### config.mk
export PLATFORM = sky130hd
export DESIGN_NAME = seq_mac_tile_sched
export DESIGN_NICKNAME = d
export VERILOG_FILES = /design/src/rtl/seq_mac_tile_sched.sv
export SDC_FILE = /design/constraint.sdc
export NUM_CORES = 1
export LEC_CHECK = 0
export BUFFER_PORTS_ARGS = -buffer_cell sky130_fd_sc_hd__clkbuf_2
export CAP_MARGIN = 10
export CORE_MARGIN = 2
export CORE_UTILIZATION = 57
export DETAILED_ROUTE_END_ITERATION = 7
export GPL_TIMING_DRIVEN = 0
export MAX_ROUTING_LAYER = met4
export PLACE_DENSITY_LB_ADDON = 0.3
export SYNTH_ARGS = -nofsm -noshare
export SYNTH_HDL_FRONTEND = slang
export SYNTH_SLANG_ARGS = --single-unit
export TNS_END_PERCENT = 10
### constraint.sdc
create_clock -name clk_i -period 6.8 [get_ports clk_i]
set_input_delay 1.02 -clock clk_i [delete_from_list [all_inputs] [get_ports clk_i]]
set_output_delay 1.02 -clock clk_i [all_outputs]
set_load 0.02 [all_outputs]
### src/rtl/seq_mac_tile_sched.sv
// seq_mac_tile_sched: drives one seq_mult_adder MAC over an M x N output tile (m outer, n middle, kt inner).
// Latency: FETCH + ISSUE + MAC latency + 1 cycle per K-chunk; one result per (m,n) after its last chunk.
// Backpressure: mac_ready_i low holds ISSUE, res_ready_i low holds WRITE; outputs stay stable and nothing new is issued.
//
// Optional feature macro: SCHED_BIAS_EN. When it is defined, bias_addr_o (= n) and bias_i are added, and
// kt == 0 chunks take C_in from bias_i. When it is undefined, kt == 0 chunks take C_in = 0.
//
// Ports:
//   clk_i, rst_i                 clock, synchronous active-high reset
//   cfg_valid_i/cfg_ready_o      job request; the fields m/n/kt and bsa/bsb are latched on the handshake
//   rd_en_o, a_addr_o, b_addr_o  operand-buffer read strobe and addresses; data returns the next cycle
//   mac_valid_o/mac_ready_i      chunk issue with mac_c_o and the latched bitsizes mac_bsa_o/mac_bsb_o
//   mac_valid_i/mac_ready_o      MAC result mac_d_i, accepted only while waiting for it
//   res_valid_o/res_ready_i      one accumulated result per (m,n) with its coordinates
//   done_o, err_o                job-end pulse; sticky illegal-config flag
module seq_mac_tile_sched #(
   parameter int MAX_WIDTH = 16,
   parameter int P         = 2,
   parameter int MAX_M     = 16,
   parameter int MAX_N     = 16,
   parameter int MAX_KT    = 16,
   parameter int BSW       = $clog2(MAX_WIDTH/P)+2,
   localparam int MDW      = $clog2(MAX_M)+1,
   localparam int NDW      = $clog2(MAX_N)+1,
   localparam int KDW      = $clog2(MAX_KT)+1,
   localparam int MIW      = $clog2(MAX_M),
   localparam int NIW      = $clog2(MAX_N),
   localparam int KIW      = $clog2(MAX_KT),
   localparam int AAW      = $clog2(MAX_M*MAX_KT),
   localparam int BAW      = $clog2(MAX_KT*MAX_N)
) (
   input  logic           clk_i,
   input  logic           rst_i,
   input  logic           cfg_valid_i,
   output logic           cfg_ready_o,
   input  logic [MDW-1:0] cfg_m_i,
   input  logic [NDW-1:0] cfg_n_i,
   input  logic [KDW-1:0] cfg_kt_i,
   input  logic [BSW-1:0] cfg_bsa_i,
   input  logic [BSW-1:0] cfg_bsb_i,
   output logic           rd_en_o,
   output logic [AAW-1:0] a_addr_o,
   output logic [BAW-1:0] b_addr_o,
   output logic           mac_valid_o,
   input  logic           mac_ready_i,
   output logic [31:0]    mac_c_o,
   output logic [BSW-1:0] mac_bsa_o,
   output logic [BSW-1:0] mac_bsb_o,
   input  logic           mac_valid_i,
   output logic           mac_ready_o,
   input  logic [31:0]    mac_d_i,
   output logic           res_valid_o,
   input  logic           res_ready_i,
   output logic [31:0]    res_data_o,
   output logic [MIW-1:0] res_m_o,
   output logic [NIW-1:0] res_n_o,
`ifdef SCHED_BIAS_EN
   output logic [NIW-1:0] bias_addr_o,
   input  logic [31:0]    bias_i,
`endif
   output logic           done_o,
   output logic           err_o
);

   localparam int MAXBS = MAX_WIDTH / P;

   typedef enum logic [2:0] {
      S_IDLE,
      S_FETCH,
      S_ISSUE,
      S_WAIT,
      S_WRITE
   } state_t;

   state_t         state_q;
   logic [MDW-1:0] m_cfg_q;
   logic [NDW-1:0] n_cfg_q;
   logic [KDW-1:0] kt_cfg_q;
   logic [BSW-1:0] bsa_q, bsb_q;
   logic [MIW-1:0] m_q;
   logic [NIW-1:0] n_q;
   logic [KIW-1:0] kt_q;
   logic [AAW-1:0] a_base_q;   // m * KT, advanced by KT at each row change
   logic [AAW-1:0] a_addr_q;
   logic [BAW-1:0] b_addr_q;
   logic [31:0]    acc_q;
   logic [31:0]    c_q;
   logic           rd_en_q, mac_vld_q, mac_rdy_q, res_vld_q, done_q, err_q;
`ifdef SCHED_BIAS_EN
   logic           issue_first_q;   // first ISSUE cycle: the bias read data is live on bias_i
   logic [31:0]    bias_q;          // bias held for the rest of a stalled ISSUE
`endif

   logic cfg_ok;
   logic kt_last, n_last, m_last;

   // Range checks on the raw config fields. The fields are one bit wider than the maximum, so > MAX can occur.
   always_comb begin
      cfg_ok = 1'b1;
      if (cfg_m_i == '0 || int'(cfg_m_i) > MAX_M)     cfg_ok = 1'b0;
      if (cfg_n_i == '0 || int'(cfg_n_i) > MAX_N)     cfg_ok = 1'b0;
      if (cfg_kt_i == '0 || int'(cfg_kt_i) > MAX_KT)  cfg_ok = 1'b0;
      if (cfg_bsa_i == '0 || int'(cfg_bsa_i) > MAXBS) cfg_ok = 1'b0;
      if (cfg_bsb_i == '0 || int'(cfg_bsb_i) > MAXBS) cfg_ok = 1'b0;
   end

   assign kt_last = ({1'b0, kt_q} == (kt_cfg_q - KDW'(1)));
   assign n_last  = ({1'b0, n_q}  == (n_cfg_q  - NDW'(1)));
   assign m_last  = ({1'b0, m_q}  == (m_cfg_q  - MDW'(1)));

   always_ff @(posedge clk_i) begin
      if (rst_i) begin
         state_q   <= S_IDLE;
         m_cfg_q   <= '0;
         n_cfg_q   <= '0;
         kt_cfg_q  <= '0;
         bsa_q     <= '0;
         bsb_q     <= '0;
         m_q       <= '0;
         n_q       <= '0;
         kt_q      <= '0;
         a_base_q  <= '0;
         a_addr_q  <= '0;
         b_addr_q  <= '0;
         acc_q     <= '0;
         c_q       <= '0;
         rd_en_q   <= 1'b0;
         mac_vld_q <= 1'b0;
         mac_rdy_q <= 1'b0;
         res_vld_q <= 1'b0;
         done_q    <= 1'b0;
         err_q     <= 1'b0;
`ifdef SCHED_BIAS_EN
         issue_first_q <= 1'b0;
         bias_q        <= '0;
`endif
      end else begin
         done_q <= 1'b0;
         case (state_q)
            S_IDLE: begin
               if (cfg_valid_i) begin
                  m_cfg_q  <= cfg_m_i;
                  n_cfg_q  <= cfg_n_i;
                  kt_cfg_q <= cfg_kt_i;
                  bsa_q    <= cfg_bsa_i;
                  bsb_q    <= cfg_bsb_i;
                  m_q      <= '0;
                  n_q      <= '0;
                  kt_q     <= '0;
                  a_base_q <= '0;
                  a_addr_q <= '0;
                  b_addr_q <= '0;
                  if (cfg_ok) begin
                     err_q   <= 1'b0;
                     rd_en_q <= 1'b1;
                     state_q <= S_FETCH;
                  end else begin
                     // Rejected job: flag it and finish immediately without touching the MAC.
                     err_q  <= 1'b1;
                     done_q <= 1'b1;
                  end
               end
            end
            S_FETCH: begin
               rd_en_q   <= 1'b0;
               mac_vld_q <= 1'b1;
               c_q       <= (kt_q == '0) ? 32'd0 : acc_q;
`ifdef SCHED_BIAS_EN
               issue_first_q <= 1'b1;
`endif
               state_q   <= S_ISSUE;
            end
            S_ISSUE: begin
`ifdef SCHED_BIAS_EN
               if (issue_first_q) begin
                  bias_q        <= bias_i;
                  issue_first_q <= 1'b0;
               end
`endif
               if (mac_ready_i) begin
                  mac_vld_q <= 1'b0;
                  mac_rdy_q <= 1'b1;
                  state_q   <= S_WAIT;
               end
            end
            S_WAIT: begin
               if (mac_valid_i) begin
                  acc_q     <= mac_d_i;
                  mac_rdy_q <= 1'b0;
                  if (kt_last) begin
                     res_vld_q <= 1'b1;
                     state_q   <= S_WRITE;
                  end else begin
                     kt_q     <= kt_q + KIW'(1);
                     a_addr_q <= a_addr_q + AAW'(1);
                     b_addr_q <= b_addr_q + BAW'(n_cfg_q);
                     rd_en_q  <= 1'b1;
                     state_q  <= S_FETCH;
                  end
               end
            end
            S_WRITE: begin
               if (res_ready_i) begin
                  res_vld_q <= 1'b0;
                  kt_q      <= '0;
                  if (n_last) begin
                     n_q      <= '0;
                     b_addr_q <= '0;
                     if (m_last) begin
                        done_q  <= 1'b1;
                        state_q <= S_IDLE;
                     end else begin
                        m_q      <= m_q + MIW'(1);
                        a_base_q <= a_base_q + AAW'(kt_cfg_q);
                        a_addr_q <= a_base_q + AAW'(kt_cfg_q);
                        rd_en_q  <= 1'b1;
                        state_q  <= S_FETCH;
                     end
                  end else begin
                     // Next column of the same row: A restarts at the row base, B at column n+1.
                     n_q      <= n_q + NIW'(1);
                     a_addr_q <= a_base_q;
                     b_addr_q <= BAW'(n_q) + BAW'(1);
                     rd_en_q  <= 1'b1;
                     state_q  <= S_FETCH;
                  end
               end
            end
            default: state_q <= S_IDLE;
         endcase
      end
   end

   assign cfg_ready_o = (state_q == S_IDLE);
   assign rd_en_o     = rd_en_q;
   assign a_addr_o    = a_addr_q;
   assign b_addr_o    = b_addr_q;
   assign mac_valid_o = mac_vld_q;
   assign mac_ready_o = mac_rdy_q;
   assign mac_bsa_o   = bsa_q;
   assign mac_bsb_o   = bsb_q;
   assign res_valid_o = res_vld_q;
   assign res_data_o  = acc_q;
   assign res_m_o     = m_q;
   assign res_n_o     = n_q;
   assign done_o      = done_q;
   assign err_o       = err_q;

`ifdef SCHED_BIAS_EN
   assign bias_addr_o = n_q;
   // The bias read returns during the first ISSUE cycle, so it is passed straight through, then held.
   assign mac_c_o = (kt_q != '0) ? c_q : (issue_first_q ? bias_i : bias_q);
`else
   assign mac_c_o = c_q;
`endif

   // The MAC may only present a result while this block is waiting for one.
   mac_valid_only_in_wait: assert property (@(posedge clk_i) disable iff (rst_i)
      mac_valid_i |-> (state_q == S_WAIT));

endmodule

After elaboration in Yosys (flattened, before gate mapping)
Index checks and enable logic that the tools add are counted.
{"block": "totals", "ff_bits": 134, "inputBits": 63, "out_inout_bits": 105, "word_cells": 146}
{"block": "op_classes", "add_sub_neg": 10, "order_cmp": 5, "n_eq_ne": 17, "n_mux": 65, "n_reduce_logical": 29}
{"op": "two-way mux 8 bit", "n": 11}
{"op": "one-hot mux 8 bit (3 select lines)", "n": 2}
{"op": "two-way mux 4 bit", "n": 9}
{"op": "two-way mux 32 bit", "n": 1}
{"op": "logical NOT 5 bit", "n": 5}
{"op": "two-way mux 1 bit", "n": 24}
{"op": "two-way mux 3 bit", "n": 7}
{"op": "adder 8 x 5 -> 8 bit", "n": 2}
{"op": "!= test 2 bit, second input constant", "n": 8}
{"op": "one-hot mux 4 bit (2 select lines)", "n": 2}
{"op": "one-hot mux 8 bit (2 select lines)", "n": 1}
{"op": "equality test 4 x 5 -> 1 bit", "n": 3}
{"op": "> comparator 5 bit, second input constant", "n": 3}
{"op": "one-hot mux 3 bit (5 select lines)", "n": 1}
{"op": "AND reduction 5 bit", "n": 3}
{"op": "subtractor 5 x 1 -> 5 bit, second input constant", "n": 3}
{"op": "adder 4 x 1 -> 4 bit, second input constant", "n": 3}
{"op": "one-hot mux 4 bit (3 select lines)", "n": 1}
{"op": "> comparator 5 x 4 -> 1 bit, second input constant", "n": 2}
{"op": "adder 8 x 1 -> 8 bit, second input constant", "n": 1}
{"op": "one-hot mux 1 bit (2 select lines)", "n": 4}
{"op": "nonzero test 2 bit", "n": 4}
{"op": "AND reduction 7 bit", "n": 1}
{"op": "equality test 3 x 2 -> 1 bit, second input constant", "n": 2}
{"op": "other kinds (16)", "n": 23}

Depth between registers and ports, before layout
Gate-level depths: netlist of the first run.
{"block": "depth", "ltp_word": 10, "depth_mapped": 10, "mapped_depth_nobuf": 8}

Worst setup path before layout of the first run
OpenSTA, ideal clock, no wires.
{"block": "synth_timing", "path_type": "input-to-reg", "from": "in res_ready_i", "to": "reg a_base_q[7]", "setup_time_ns": 0.117, "arrival_ns": 2.483, "required_ns": 6.683, "setup_slack_ns": 4.200, "path_stages": 7, "path_buffers": 1, "cell_sequence": "mux2_2 -> nand2_1 -> a41oi_1 -> nand2_1 -> buf_2 -> a21o_1 -> a32o_1"}
{"block": "synth_between", "elab_chain_len": 2}
{"item": "from (decl)", "line_no": "53", "source": "input logic res_ready_i,"}
{"item": "!= test 2 bit (no line)"}
{"item": "AND reduction 5 bit (no line)"}
{"item": "to (signal assigned)", "line_no": "214", "source": "a_base_q <= a_base_q + AAW'(kt_cfg_q);"}
{"item": "to (decl)", "line_no": "83", "source": "logic [AAW-1:0] a_base_q;"}
No other way between the ends.
A chain may end at the register's enable or synchronous reset.

Final worst setup path of the first run
{"block": "layout_timing", "from": "reg kt_cfg_q[0]", "to": "reg a_addr_q[0] (netlist: a_addr_o[0])"}
{"block": "layout_between", "elab_chain_len": 5, "elab_cells_between_ends": 9, "classes_between": "2 x add/sub; 2 x eq/ne; 4 x mux; 1 x reduce/logical"}
{"item": "from (decl)", "line_no": "78", "source": "logic [KDW-1:0] kt_cfg_q;"}
{"item": "from (signal assigned)", "line_no": "144", "source": "kt_cfg_q <= cfg_kt_i;"}
{"item": "adder 8 x 5 -> 8 bit", "line_no": "215", "source": "a_addr_q <= a_base_q + AAW'(kt_cfg_q);"}
{"item": "two-way mux 8 bit", "line_no": "209", "source": "if (m_last) begin"}
{"item": "two-way mux 8 bit", "line_no": "206", "source": "if (n_last) begin"}
{"item": "two-way mux 8 bit", "line_no": "203", "source": "if (res_ready_i) begin"}
{"item": "one-hot mux 8 bit (3 select lines)", "line_no": "139", "source": "case (state_q)"}
{"item": "to (signal assigned)", "line_no": "195", "source": "a_addr_q <= a_addr_q + AAW'(1);"}
{"item": "to (signal assigned)", "line_no": "215"}
{"item": "to (signal assigned)", "line_no": "222", "source": "a_addr_q <= a_base_q;"}
{"item": "to (decl)", "line_no": "84", "source": "logic [AAW-1:0] a_addr_q;"}
Several ways; a longest one is shown, not always the timed one. The select of a mux whose other input is x is not followed.

==> results.json, run 1 <==
{
  "globalRouteMet2Util_pct": 52.8,
  "fp.dieW_um": 107,
  "path_class": "register to register",
  "r2r_end": "a_addr_o[0]",
  "grt_max_degree": 17,
  "whs_endpoint": "mac_bsb_o[4]",
  "ys_seq_elements": 134,
  "worstHoldStart": "mac_bsb_o[4]",
  "top_usage_layer": "met2",
  "seq_area_sq_um": 2680,
  "drc": 0,
  "cp_data_required_time_ns": 7.22,
  "async_flop_share_pct": 0,
  "drive_above_1_share_pct": 22.7,
  "rrSetupSlack_ns": 3.80,
  "ctsHoldBuffers": 0,
  "start_util_pct": 58.7,
  "hp-class": "register to register",
  "fmax_mhz": 334,
  "rows": 37,
  "cts_setup_buffers": 0,
  "gp_congestion": 0.982,
  "synth_cells": 740,
  "cts-resized-gates": 0,
  "multi_input_area_sq_um": 3190,
  "wire_per_inst_um": 16.4,
  "syn_area_sq_um": 6090,
  "synthFlopType": "dfxtp_1",
  "antenna_found_initial": 0,
  "fin_nets": 1009,
  "postRouteAntennaNets": 0,
  "vias": 6221,
  "core_sq_um": 10400,
  "maxSlewHeadroom_pct": 30.8,
  "cts_root_buf": "clkbuf_8",
  "tns_ns": 0,
  "die_h_um": 107,
  "synthDistinctLibCells": 60,
  "worst_slew_pin_slew_ns": 1.02,
  "firstDrtPassIters": 7,
  "power_leakage_nw": 3.24,
  "insertion_delay_ns": 0.53,
  "wl_mm": 17.6,
  "grt_pass1_vias": 5884,
  "path_max_fanout": 10,
  "start_kind": "register",
  "cts.clk_slew.worst_paths_ns": 0.07,
  "worst_r2r_path_depth": 10,
  "grt_pass1_wl_mm": 28.2,
  "drv_cap": 0,
  "use_met1_pct": 37.2,
  "clkSinkCount": 134,
  "post_drt_via_cell_ratio": 5.79,
  "nFillCells": 816,
  "io_buffers": 167,
  "synth_edf_count": 0,
  "num_antenna_cells": 0,
  "post-route-period-util_pct": 44.0,
  "p_total_mw": 1.92,
  "min_delay_path_depth": 2,
  "ys_seq_area_share_pct": 44.1,
  "setup_viol": 0,
  "skew_ns": 0.00758,
  "dpl.hpwl_mm": 12.8,
  "max-vdd-ir-drop_v": 0.000183,
  "drt_iter0_drc": 463,
  "max-clock-path-buffers": 2,
  "arrival_ns": 3.42,
  "end_kind": "register",
  "cts_tree": "done",
  "ios": 168,
  "ys_warn_count": 0,
  "areaGrowthSynthToFinish_pct": 26.8,
  "syn-num-nets": 823,
  "r2r-start": "kt_cfg_q[0]",
  "grt_use_met3_pct": 8.72,
  "cts_max_level": 4,
  "dieArea_sq_um": 11500,
  "avgSynthCellArea_sq_um": 8.23,
  "power_density_nw_per_um2": 249,
  "grt.total_usage_pct": 31.6,
  "outcome": "finished clean",
  "period_needed_ns": 3.00,
  "slew_violations": 0,
  "finalHoldViolCount": 0,
  "numCtsBuffers": 17,
  "rsz0062_at_grt": "false",
  "gr-total-overflow": 0
}
## routing by layer
metal | vias to the layer above | wire length [um]
met2 | 276 | 8760
met4 | 0 | 272
met3 | 29 | 1400
met5 | - | 0
met1 | 2922 | 7170
li1 | 2994 | -
## cells in the mapped netlist (5+ instances only)
library cell,number,area share (%)
a21oi_1,87,7.2
or3_1,7,0.72
clkbuf_1,37,2.3
nor4_1,6,0.62
ha_1,18,3.7
o21ai_0,17,1.4
xnor2_1,19,2.7
xor2_1,16,2.3
a22oi_1,34,4.2
nor2_1,60,3.7
dfxtp_1,134,44
nand4_1,10,1.0
mux2i_1,5,0.82
o211ai_1,5,0.62
nor3_1,10,0.82
and3_1,6,0.62
nand2_1,154,9.5
inv_1,14,0.86
nand3_1,18,1.5
## sequential cells by signal (all words and copies together), names as in the netlist
signal,count
a_addr_o,8
err_o,1
kt_cfg_q,5
mac_valid_o,1
m_cfg_q,5
done_o,1
n_cfg_q,5
res_n_o,4
mac_c_o,32
state_q,3
mac_bsb_o,5
rd_en_o,1
res_valid_o,1
kt_q,4
mac_ready_o,1
res_m_o,4
mac_bsa_o,5
b_addr_o,8
res_data_o,32
a_base_q,8
## critical path: stages, from the launching register on
cell       delay [ns]
dfxtp_1          0.46
inv_1            0.09
ha_1             0.25
xor2_1           0.15
o32ai_1          0.43
o2111ai_1        0.28
nand2_1          0.24
clkbuf_1         0.38
buf_2            0.34
o21bai_1         0.11
o211a_1          0.16
## per-stage QoR
step                cells  util (%)  worst slack [ns]  hold slack [ns]  instance area (sq um)
finish               1075      74.5              3.80            0.457                   7720
global route         1075      74.5              3.62            0.487                   7720
CTS                  1075      74.5              3.85            0.456                   7720
detailed placement   1043      68.4              3.55            0.447                   7090
global placement     1043      68.4              3.56            0.445                   7090
floorplan             740         -              4.20            0.446                   6090
## cell type report
type | instances | area share, %
multi-input cells | 549 | 41.3
flip-flops and latches | 134 | 34.7
repair buffers | 167 | 10.8
clock buffers | 18 | 5.41
clock inverters | 14 | 2.72
well taps | 136 | 2.20
plain buffers | 43 | 2.17
inverters | 14 | 0.680
## placed cells by master, fill, tap and decap left out, drive strengths merged, types with 4 or more instances in the layout
master | Yosys | routed
clkbuf | 38 | 223
nand2 | 154 | 154
dfxtp | 134 | 134
a21oi | 87 | 87
nor2 | 60 | 60
a22oi | 34 | 34
inv | 14 | 22
xnor2 | 19 | 19
nand3 | 18 | 18
ha | 18 | 18
o21ai | 17 | 17
xor2 | 16 | 16
nor3 | 11 | 11
nand4 | 10 | 10
or3 | 7 | 7
and3 | 6 | 6
nor4 | 6 | 6
mux2i | 5 | 5
o211ai | 5 | 5
buf | 5 | 5
nor3b | 4 | 4
o32ai | 4 | 4
nand4b | 4 | 4
a31oi | 4 | 4
a32o | 4 | 4
a21o | 4 | 4
nor2b | 4 | 4
bufinv | 0 | 4
## cell families after synthesis
| logic type | count (synthesis) | share of synthesized area (%) |
|---|---|---|
| muxes | 7 | 1.19 |
| DFF | 134 | 44.1 |
| and+or+nand+nor | 298 | 21.8 |
| buffers and inverters | 57 | 3.62 |
| adders and majority gates | 20 | 4.36 |
| xor gates and xnor gates | 36 | 5.40 |
| AOI/OAI and AO/OA | 188 | 19.6 |
## power by group
part	internal [mW]	leakage [nW]	switching [mW]
combinational	0.0473	1.85	0.0789
clock	0.608	0.302	0.381
sequential	0.796	1.08	0.0120
## how the worst max path moves through the flow
stage / from / to / slack (ns)
floorplan: res_ready_i / a_base_q[7] / 4.20
global placement: res_ready_i / a_base_q[7] / 3.56
detailed placement: res_ready_i / a_base_q[7] / 3.55
CTS: state_q[1] / cfg_ready_o / 3.85
global route: kt_cfg_q[1] / a_addr_o[0] / 3.62
finish: kt_cfg_q[0] / a_addr_o[0] / 3.80
Note: power is estimated with default switching activity, not from simulation.
==> run 2: changes to the inputs <==
CORE_UTILIZATION = 52   (was 57)
clock period = 2.91 ns   (was 6.8 ns; I/O delays follow)
==> results.json, run 2 (synthesis results as in run 1) <==
{
  "outcome": "finished clean",
  "tns_ns": 0,
  "worstHoldStart": "mac_d_i[16]",
  "period_needed_ns": 2.72,
  "worstSetupStartpoint": "n_cfg_q[1]",
  "io_buffers": 167,
  "skew_ns": 0.00676,
  "slew_violations": 0,
  "gp_congestion": 0.953,
  "end_kind": "register",
  "max-vdd-ir-drop_v": 0.000617,
  "fin_nets": 1008,
  "drc": 0,
  "final_cell_mix": "clkbuf_2, nand2_1, dfxtp_1",
  "cts_max_level": 4,
  "cts.clk_slew.worst_paths_ns": 0.06,
  "rows": 39,
  "drt_iter0_drc": 504,
  "die_h_um": 112,
  "areaGrowthSynthToFinish_pct": 27.3,
  "post-route-period-util_pct": 93.6,
  "rsz0062_at_grt": "false",
  "insertion_delay_ns": 0.42,
  "dieArea_sq_um": 12600,
  "hp-class": "input pin to register",
  "setup_slack_ns": 0.187,
  "numCtsBuffers": 17,
  "drive_above_1_share_pct": 23.5,
  "dpl.hpwl_mm": 13.0,
  "grt_max_degree": 17,
  "fp.dieW_um": 112,
  "mostFrequentLayoutCell": "clkbuf_2",
  "wl_mm": 17.8,
  "worst_slew_pin_slew_ns": 0.782,
  "post_drt_via_cell_ratio": 5.70,
  "post_layout_nonfiller_instances": 1081,
  "start_util_pct": 53.3,
  "crit_chain": "inv_1 > ha_1 > xor2_1 > nand3_1 > or3_1 > clkbuf_2 > or4b_1 > a311oi_1 > a311o_2",
  "cts_root_buf": "clkbuf_16",
  "start_kind": "register",
  "grt.total_usage_pct": 29.7,
  "fmax_mhz": 367,
  "grt_pass1_vias": 6096,
  "p_total_mw": 4.40,
  "firstDrtPassIters": 5,
  "cp_data_required_time_ns": 3.27,
  "postRouteAntennaNets": 0,
  "arrival_ns": 3.08,
  "power_density_nw_per_um2": 568,
  "power_leakage_nw": 3.25,
  "drv_cap": 0,
  "r2r-start": "n_cfg_q[1]",
  "maxSlewHeadroom_pct": 47.6,
  "antenna_found_initial": 0,
  "cts_tree": "done",
  "core_sq_um": 11400,
  "vias": 6166,
  "preCtsSetupSlack_ns": 0.0312,
  "gr-total-overflow": 0,
  "grt_pass1_wl_mm": 29.3,
  "critPathSlowestCell": "or4b_1",
  "num_antenna_cells": 0,
  "dp.cells": 1050,
  "nFillCells": 991,
  "max-clock-path-buffers": 2,
  "finalHoldViolCount": 0,
  "max_stage_delay_ns": 0.51,
  "cts_setup_buffers": 0,
  "path_max_fanout": 6,
  "ios": 168,
  "wire_per_inst_um": 16.5,
  "clkSinkCount": 134,
  "path_class": "register to register",
  "setup_viol": 0
}
[run 2: cell count changes in the layout (fill, tap and decap cells not counted), moves of 2 or more]
cell | previous run | this run
inv_6 | 6 | 3
clkinv_4 | 0 | 4
clkbuf_1 | 38 | 35
clkinv_2 | 0 | 3
inv_8 | 2 | 0
[run 2: timing repair]
| item | 4_1_cts | 5_1_grt |
|---|---|---|
| cloned | 0 | 0 |
| resized for setup | 1 | 7 |
| hold buffers | 0 | 0 |
| endpoints found under the setup margin | 3 | 19 |
[run 2: worst max-delay path: cells and delay by family (launching register included)]
kind / cells / cell delay (ns)
compound gates: 2 / 0.46
xor+xnor: 1 / 0.14
fa+ha+maj: 1 / 0.28
buf+inv: 2 / 0.26
flops: 1 / 0.44
simple gates: 3 / 1.07
[run 2: layout make-up]
class	count	area (sq um)	area share (%)
Buffer	42	165	2.13
Multi-Input combinational cell	549	3220	41.5
Sequential cell	134	2680	34.6
Tap cell	143	179	2.31
Inverter	14	52.6	0.678
Timing Repair Buffer	167	836	10.8
Clock buffer	18	439	5.67
Clock inverter	14	174	2.24
[run 2: final timing paths]
path / endpoint / slack, ns / cells past startpoint
worst max-delay path: a_addr_o[7] / 0.19 / 9
worst min-delay path: res_data_o[16] / 0.23 / 3
worst max register to register: a_addr_o[7] / 0.19 / 9
worst min register to register: mac_bsb_o[0] / 0.45 / 2
[run 2: report_power, final]
part | switching, mW | leakage [nW] | internal [mW] | total, mW
logic | 0.188 | 1.86 | 0.112 | 0.300
clock network | 0.833 | 0.301 | 1.38 | 2.21
registers | 0.0299 | 1.09 | 1.86 | 1.89
[run 2: through the flow]
stage	instance area, sq um	utilization, %	hold slack [ns]
after CTS	7720	67.6	0.221
after global placement	7100	62.2	0.444
after global routing	7750	67.9	0.228
final	7750	67.9	0.234
after floorplan	6090	-	0.446
after detailed placement	7100	62.2	0.449
[run 2: metal layers]
metal | wire length (um) | share of wire (%) | global-route usage, % | up-vias
li1 | - | - | - | 2979
met1 | 7610 | 43 | 35.0 | 2940
met2 | 8800 | 49 | 50.4 | 221
met3 | 1170 | 6.5 | 6.97 | 26
met4 | 272 | 1.5 | 9.43 | 0
met5 | 0 | 0 | - | -
==> run 3: changes to the inputs <==
CELL_PAD_IN_SITES_DETAIL_PLACEMENT = 0   (was unset)
CELL_PAD_IN_SITES_GLOBAL_PLACEMENT = 1   (was unset)
CORE_UTILIZATION = 38   (was 52)
HOLD_SLACK_MARGIN = 0.03   (was unset)
==> results.json, run 3 (synthesis results as in run 1) <==
{
  "mostFrequentLayoutCell": "clkbuf_2",
  "path_class": "register to register",
  "antenna_found_initial": 0,
  "vias": 6010,
  "period_needed_ns": 2.66,
  "grt_pass1_vias": 5718,
  "fp.dieW_um": 131,
  "cts_max_level": 4,
  "postRouteAntennaNets": 0,
  "r2r_end": "a_addr_o[7]",
  "drc": 0,
  "max-vdd-ir-drop_v": 0.000392,
  "max-clock-path-buffers": 2,
  "die_h_um": 131,
  "wl_mm": 18.6,
  "dieArea_sq_um": 17000,
  "post_drt_via_cell_ratio": 5.20,
  "power_leakage_nw": 3.23,
  "cts_tree": "done",
  "power_density_nw_per_um2": 552,
  "swShare_pct": 24.8,
  "rsz0062_at_grt": "false",
  "dpl.hpwl_mm": 13.9,
  "maxSlewHeadroom_pct": 47.0,
  "insertion_delay_ns": 0.42,
  "fmax_mhz": 376,
  "hp-class": "input pin to register",
  "num_antenna_cells": 0,
  "rows": 46,
  "cts_setup_buffers": 0,
  "r2r-start": "n_cfg_q[1]",
  "numCtsBuffers": 17,
  "outcome": "finished clean",
  "wl_met1_mm": 8.36,
  "cts_root_buf": "clkbuf_16",
  "post_layout_nonfiller_instances": 1155,
  "cellInternalPower_mw": 3.24,
  "whs_endpoint": "res_data_o[3]",
  "drive_above_1_share_pct": 23.3,
  "start_kind": "register",
  "finalHoldViolCount": 0,
  "setup_slack_ns": 0.252,
  "rrSetupSlack_ns": 0.25,
  "worst_r2r_path_depth": 9,
  "io_buffers": 167,
  "ctsHoldBuffers": 0,
  "post-route-period-util_pct": 91.3,
  "combPwrFrac_pct": 7.0,
  "ios": 168,
  "worst_slew_pin_slew_ns": 0.791,
  "grt_max_degree": 17,
  "core_sq_um": 15800,
  "skew_ns": 0.00653,
  "final_cell_mix": "clkbuf_2, nand2_1, dfxtp_1",
  "cp_data_required_time_ns": 3.28,
  "gp_congestion": 0.859,
  "arrival_ns": 3.02,
  "setup_viol": 0,
  "routed.top_layer": "met4",
  "p_clk_share_pct": 49.2,
  "pwr-share-seq_pct": 43.9,
  "start_util_pct": 38.6,
  "dr_wl_met3_mm": 1.12,
  "grt.total_usage_pct": 23.0,
  "clkSinkCount": 134,
  "min_delay_path_depth": 3,
  "areaGrowthSynthToFinish_pct": 28.3,
  "slew_violations": 0,
  "cts-resized-gates": 1,
  "wl_met2_mm": 8.95,
  "drt_iter0_drc": 334,
  "dp.cells": 1123,
  "drv_cap": 0,
  "path_max_fanout": 6,
  "grt_pass1_wl_mm": 29.4,
  "fin_nets": 1009,
  "wire_per_inst_um": 16.1,
  "firstDrtPassIters": 8,
  "preCtsSetupSlack_ns": -0.0147,
  "cts.clk_slew.worst_paths_ns": 0.06,
  "worstHoldStart": "mac_d_i[3]",
  "p_sw_mw": 1.07,
  "end_kind": "register",
  "worstSetupStartpoint": "n_cfg_q[1]",
  "gr-total-overflow": 0
}
run 3: worst max-delay path: stages, from the launching register on:
cell and delay [ns]:
dfxtp_1 0.43, inv_1 0.07, ha_1 0.29, xor2_1 0.15, nand3_1 0.20, or3_1 0.35
clkbuf_2 0.19, or4b_1 0.51, a311oi_1 0.28, a311o_2 0.14
run 3: power by group through the flow:
stage | Combinational [mW] | Clock, mW | Sequential [mW]
CTS | 0.297 | 2.15 | 1.89
global placement | 0.293 | 0 | 1.93
finish | 0.301 | 2.12 | 1.89
global route | 0.331 | 2.24 | 1.89
detailed placement | 0.295 | 0 | 1.93
floorplan | 0.160 | 0 | 1.94
run 3: stage by stage:
step | TNS, ns | hold WS, ns | power, mW | cell area (sq um) | utilization, %
6_report | 0 | 0.230 | 4.31 | 7810 | 49.5
2_1_floorplan | 0 | 0.446 | 2.10 | 6090 | -
4_1_cts | 0 | 0.217 | 4.33 | 7780 | 49.3
5_1_grt | 0 | 0.224 | 4.46 | 7810 | 49.5
3_3_place_gp | 0 | 0.444 | 2.22 | 7190 | 45.6
3_5_place_dp | -0.0147 | 0.450 | 2.23 | 7190 | 45.6
run 3: cell type report:
class	count	area (sq um)
Buffer	43	169
Clock buffer	18	429
Clock inverter	14	151
Fill cell	1613	7960
Inverter	14	52.6
Multi-Input combinational cell	549	3220
Sequential cell	134	2680
Tap cell	216	270
Timing Repair Buffer	167	836
run 3: worst max path at each step:
stage,depth (start not counted),endpoint,slack [ns]
2_1_floorplan,9,a_addr_o[7],0.49
3_3_place_gp,10,a_addr_o[0],0.007
3_5_place_dp,10,a_addr_o[0],-0.01
4_1_cts,9,a_addr_o[5],0.004
5_1_grt,9,a_addr_o[7],0.005
6_report,9,a_addr_o[7],0.25
run 3: metal layers:
metal	global-route usage [%]	vias up
met2	36.7	169
met3	6.03	20
met5	-	-
li1	-	2984
met1	29.3	2837
met4	5.82	0
